## src/rtl/key_evt_pkg.sv

```systemverilog
// Shared definitions for the key event decoder.
//   key_state_e     : FSM state encoding (idle, first press, release gap, second press, long hold)
//   EVT_*           : event_code values driven while event_valid is high
//   max_u()         : larger of two unsigned values, used to size the shared timer
package key_evt_pkg;

  typedef enum logic [2:0] {
    StIdle   = 3'd0,
    StPress1 = 3'd1,
    StGap    = 3'd2,
    StPress2 = 3'd3,
    StHold   = 3'd4
  } key_state_e;

  localparam logic [1:0] EVT_NONE   = 2'b00;
  localparam logic [1:0] EVT_SINGLE = 2'b01;
  localparam logic [1:0] EVT_DOUBLE = 2'b10;
  localparam logic [1:0] EVT_LONG   = 2'b11;

  function automatic int unsigned max_u(input int unsigned a, input int unsigned b);
    return (a > b) ? a : b;
  endfunction

endpackage

```

## src/rtl/key_evt_timer.sv

```systemverilog
// Saturating up-counter shared by all timed FSM states.
//   clk_100M : clock, rising edge
//   rst      : asynchronous active-high reset, count -> 0
//   clear    : synchronous clear to 0 (has priority over enable)
//   enable   : advance by one per cycle, holding at all-ones
//   count    : current count
module key_evt_timer #(
  parameter int unsigned WIDTH = 8
) (
  input  logic             clk_100M,
  input  logic             rst,
  input  logic             clear,
  input  logic             enable,
  output logic [WIDTH-1:0] count
);

  logic [WIDTH-1:0] r_count;

  always_ff @(posedge clk_100M or posedge rst) begin
    if (rst) begin
      r_count <= '0;
    end else if (clear) begin
      r_count <= '0;
    end else if (enable && (r_count != '1)) begin
      r_count <= r_count + WIDTH'(1);
    end
  end

  assign count = r_count;

endmodule

```

## src/rtl/key_event_decoder.sv

```systemverilog
// Classifies a debounced key into single, double and long press events.
//   clk_100M    : clock, rising edge
//   rst         : asynchronous active-high reset
//   key_in      : debounced key level, 1 = pressed
//   event_valid : one-cycle strobe for a classified event
//   event_code  : 01 single, 10 double, 11 long; 00 when event_valid is low
//   busy        : high while a press sequence is being tracked
module key_event_decoder
  import key_evt_pkg::*;
#(
  parameter int unsigned LONG_CYCLES = 100_000_000,
  parameter int unsigned GAP_CYCLES  = 30_000_000
) (
  input  logic       clk_100M,
  input  logic       rst,
  input  logic       key_in,
  output logic       event_valid,
  output logic [1:0] event_code,
  output logic       busy
);

  localparam int unsigned TimerW = $clog2(max_u(LONG_CYCLES, GAP_CYCLES)) + 1;
  localparam logic [TimerW-1:0] LongLast = TimerW'(LONG_CYCLES - 1);
  localparam logic [TimerW-1:0] GapLast  = TimerW'(GAP_CYCLES - 1);

  key_state_e        r_state;
  key_state_e        w_state_next;
  logic              r_key_d;
  logic              r_event_valid;
  logic [1:0]        r_event_code;
  logic              w_rise;
  logic              w_fall;
  logic              w_emit;
  logic [1:0]        w_code;
  logic              w_timer_clear;
  logic              w_timer_en;
  logic [TimerW-1:0] w_timer;

  // key_d resets high so a key held across reset must be released before it counts.
  always_ff @(posedge clk_100M or posedge rst) begin
    if (rst) begin
      r_key_d <= 1'b1;
    end else begin
      r_key_d <= key_in;
    end
  end

  assign w_rise = key_in & ~r_key_d;
  assign w_fall = ~key_in & r_key_d;

  // Timer restarts from zero on entry to every state.
  assign w_timer_clear = (w_state_next != r_state);
  assign w_timer_en    = (r_state != StIdle);

  key_evt_timer #(
    .WIDTH (TimerW)
  ) u_timer (
    .clk_100M (clk_100M),
    .rst      (rst),
    .clear    (w_timer_clear),
    .enable   (w_timer_en),
    .count    (w_timer)
  );

  // Key edges are tested before terminal counts so an edge on the last cycle wins.
  always_comb begin
    w_state_next = r_state;
    w_emit       = 1'b0;
    w_code       = EVT_NONE;
    unique case (r_state)
      StIdle: begin
        if (w_rise) w_state_next = StPress1;
      end
      StPress1: begin
        if (w_fall) begin
          w_state_next = StGap;
        end else if ((w_timer == LongLast) && key_in) begin
          w_state_next = StHold;
          w_emit       = 1'b1;
          w_code       = EVT_LONG;
        end
      end
      StGap: begin
        if (w_rise) begin
          w_state_next = StPress2;
        end else if (w_timer == GapLast) begin
          w_state_next = StIdle;
          w_emit       = 1'b1;
          w_code       = EVT_SINGLE;
        end
      end
      StPress2: begin
        if (w_fall) begin
          w_state_next = StIdle;
          w_emit       = 1'b1;
          w_code       = EVT_DOUBLE;
        end else if ((w_timer == LongLast) && key_in) begin
          // A second press held long is reported as long; the pending double is dropped.
          w_state_next = StHold;
          w_emit       = 1'b1;
          w_code       = EVT_LONG;
        end
      end
      StHold: begin
        if (w_fall) w_state_next = StIdle;
      end
      default: w_state_next = StIdle;
    endcase
  end

  always_ff @(posedge clk_100M or posedge rst) begin
    if (rst) begin
      r_state       <= StIdle;
      r_event_valid <= 1'b0;
      r_event_code  <= EVT_NONE;
    end else begin
      r_state       <= w_state_next;
      r_event_valid <= w_emit;
      r_event_code  <= w_code;
    end
  end

  assign event_valid = r_event_valid;
  assign event_code  = r_event_code;
  assign busy        = (r_state != StIdle);

endmodule
```

## config.mk

```make
export PLATFORM = sky130hd
export DESIGN_NAME = key_event_decoder
export DESIGN_NICKNAME = d
export VERILOG_FILES = /design/src/rtl/key_evt_pkg.sv /design/src/rtl/key_evt_timer.sv /design/src/rtl/key_event_decoder.sv
export SDC_FILE = /design/constraint.sdc
export NUM_CORES = 1
export LEC_CHECK = 0
export ABC_AREA = 1
export ABC_CLOCK_PERIOD_IN_PS = 5060
export CAP_MARGIN = 20
export CORE_UTILIZATION = 52
export DETAILED_ROUTE_END_ITERATION = 10
export DONT_BUFFER_PORTS = 1
export PLACE_DENSITY_LB_ADDON = 0.2
export SYNTH_ARGS = -nofsm -noshare
export SYNTH_HDL_FRONTEND = slang
export SYNTH_SLANG_ARGS = --single-unit
```

## constraint.sdc

```tcl
create_clock -name clk_100M -period 5.06 [get_ports clk_100M]
set_clock_uncertainty 0.2 [all_clocks]
set_input_delay 0.759 -clock clk_100M [delete_from_list [all_inputs] [get_ports clk_100M]]
set_output_delay 0.759 -clock clk_100M [all_outputs]
set_load 0.01 [all_outputs]
```

==> flow_metrics.env <==
export IMPL_power_density_nw_per_um2=290.1
export IMPL_routabilityCongestion=0.9135
export IMPL_area_delta_synth_final_pct=6.509
export IMPL_worst_path_max_fanout=28
export IMPL_grt_pass1_wl_um=7583
export IMPL_path_class="reg -> reg"
export IMPL_power_leakage_nw=1.075
export IMPL_totalWireLength_um=4361
export IMPL_grtUsageTotal_pct=22.07
export IMPL_clkPwrFrac_pct=37.2
export IMPL_place_area_um2=2298
export IMPL_p_int_w=0.0004865
export IMPL_insertion_delay_ps=290
export IMPL_cp_slowest_cell="dfrtp_1"
export IMPL_die_w_um=68.05
export IMPL_root_buffer="clkbuf_8"
export IMPL_yosys_warnings=0
export IMPL_synth_avg_cell_area_um2=7.201
export IMPL_cts_max_path_buffers=2
export IMPL_post_dp_hpwl_um=3232
export IMPL_synthArstFlopShare_pct=100.0
export IMPL_antenna_cells=0
export IMPL_outcome="completed"
export IMPL_nets=325
export IMPL_preCtsSetupSlack_ps=2829
export IMPL_grt_overflow=0
export IMPL_ant_nets=0
export IMPL_post_route_cell_area_um2=2416
export IMPL_power_w=0.0007009
export IMPL_cts_buffers=5
export IMPL_core_um2=4086
export IMPL_nFillCells=399
export IMPL_grt_busiest_layer="met2"
export IMPL_die_y_um=68.05
export IMPL_io_buffer_count=0
export IMPL_vias=1875
export IMPL_tns_ps=0
export IMPL_fin_crit_sh_pct=44.04
export IMPL_wl_per_cell_um=11.72
export IMPL_synth_fp_nets=319
export IMPL_fin_crit_ps=2228
export IMPL_use_met1_pct=29.33
export IMPL_most_common_layout_cells="nand2_1 (83), nor2_1 (52), inv_1 (40)"
export IMPL_worst_ep_arrival_time_ps=2240
export IMPL_synth_edf_count=0
export IMPL_worstSetupEndpointType="flip-flop"
export IMPL_ys_types=30
export IMPL_startpoint_type="flip-flop"
export IMPL_antenna_found_initial=0
export IMPL_cts_htree_levels=2
export IMPL_swShare_pct=30.59
export IMPL_grt_max_degree=36
export IMPL_cts_tree="built"
export IMPL_path_cells="ha_1 > nand2_1 > nor2_4 > nand2_4 > nor2_1 > nand2_1 > nand4_1 > a21oi_2 > nand3_4 > nor2_1"
export IMPL_top_level_ports=7
export IMPL_start_util_pct=55.51
export IMPL_die_area_um2=4631
export IMPL_synth_seq_cells=35
export IMPL_comb_power_share_pct=19.0
export IMPL_finalSetupViolCount=0
export IMPL_cts_hold_buffers=0
export IMPL_ys_seq_area_share_pct=38.67
export IMPL_synthFlopType="dfrtp_1"
export IMPL_max_freq_mhz=448.7
export IMPL_grt_use_met3_pct=4.167
export IMPL_max_stage_delay_ps=420
export IMPL_viasPerCell=5.040
export IMPL_worst_slack_ps=2832
export IMPL_cts_sinks=35
export IMPL_first_iter_violations=122
export IMPL_drive_gt1_share_pct=14.60
export IMPL_gr_usage_met2_pct=35.05
export IMPL_post_cts_buffers=0
export IMPL_drc=0
export IMPL_p_sw_w=0.0002144
export IMPL_crit_family="simple AND/OR/NAND/NOR gates"
export IMPL_cts_resized=0
export IMPL_drv_slew=0
export IMPL_dr_pass1_iters=4
export IMPL_synth_area_um2=2268
export IMPL_dp_cells=364
export IMPL_peakVddDrop_uv=156.8
export IMPL_min_path_type="in -> async"
export IMPL_placementRows=23
export IMPL_cap_violations=0
export IMPL_tightest_slew_ps=447.6
export IMPL_relSlewSlack_pct=70.16
export IMPL_finalHoldViolCount=0
export IMPL_final_common_cell="nand2_1"
export IMPL_synthCells=315
export IMPL_clk_pin_slew_ps=70
export IMPL_first_global_vias=1724
export IMPL_fin_cells=372
export IMPL_p_seq_share_pct=43.8
export IMPL_required_ps=5070
export IMPL_cp_num_buf_inv=0
export IMPL_rsz0062_at_grt="false"
==> synth_stat cells, types with 4 or more instances <==
| library cell | instances | area, um2 |
|---|---|---|
| nor3_1 | 4 | 20.02 |
| o21ai_0 | 5 | 25.02 |
| inv_1 | 40 | 150.1 |
| nand2_1 | 83 | 311.6 |
| nor2_1 | 52 | 195.2 |
| nand4_1 | 7 | 43.79 |
| xor2_1 | 17 | 148.9 |
| nand3_1 | 22 | 110.1 |
| inv_2 | 4 | 15.01 |
| nor2_2 | 20 | 125.1 |
| dfrtp_1 | 34 | 850.8 |
==> routing by layer <==
layer | vias to the layer above | part of all wire [%] | wire length [um]
li1 | 981 | - | -
met1 | 852 | 49 | 2145
met2 | 36 | 45 | 1974
met3 | 6 | 4.2 | 182
met4 | 0 | 1.4 | 59
met5 | - | 0 | 0
==> sequential cells by signal, summed over array words and instances (netlist names) <==
register       count
event_valid        1
event_code         2
r_state            3
u_timer.count     28
r_key_d            1
==> cell type report <==
class	instances	area [um2]	share of cell area [%]
inverters	46	176.4	7.302
flip-flops and latches	35	877.1	36.30
clock buffers	6	82.58	3.418
clock inverters	2	35.03	1.450
well taps	50	62.56	2.589
repair buffers	1	7.507	0.3107
multi-input cells	232	1175	48.63
==> metrics by stage <==
step | util, % | hold WS, ps
after floorplan | - | 341.2
after global placement | 56.25 | 370.0
after detailed placement | 56.25 | 386.2
after CTS | 59.12 | 255.6
after global routing | 59.12 | 249.9
final | 59.12 | 254.0
==> worst reg2reg max path, cell delays in order, from the launching register on <==
cell     delay (ps)
dfrtp_1         420
ha_1            230
nand2_1         130
nor2_4           60
nand2_4          90
nor2_1           50
nand2_1         110
nand4_1         110
a21oi_2         180
nand3_4         360
nor2_1          210
==> path summary, 6_finish.rpt <==
path                                         from                 to  slack [ps]  cells past startpoint
worst min-delay path                          rst   u_timer.count[0]         250                      2
worst max register to register   u_timer.count[0]   u_timer.count[2]        2830                     10
min in group clk_100M                      key_in            r_key_d         260                      0
worst max-delay path             u_timer.count[0]   u_timer.count[2]        2830                     10
max in group asynchronous                     rst            r_key_d        4070                      2
worst min register to register  u_timer.count[14]  u_timer.count[14]         400                      2
==> power groups by stage <==
stage / combinational (W) / clock (W) / sequential (W)
finish: 0.000133 / 0.000261 / 0.000307
global route: 0.000149 / 0.000278 / 0.000309
CTS: 0.000134 / 0.000267 / 0.000307
detailed placement: 0.000134 / 0 / 0.000313
global placement: 0.000135 / 0 / 0.000312
floorplan: 0.000135 / 0 / 0.000310
==> kinds of logic after synthesis <==
| kind of cell | share of synthesized area [%] |
|---|---|
| AND/OR/NAND/NOR | 41.20 |
| buffers and inverters | 9.542 |
| flip-flops | 38.67 |
| XOR/XNOR | 7.336 |
| AO/OA/AOI/OAI | 2.703 |
| adder cells (fa/ha/maj) | 0.5515 |
No activity file was read; power rests on OpenSTA's default activity.
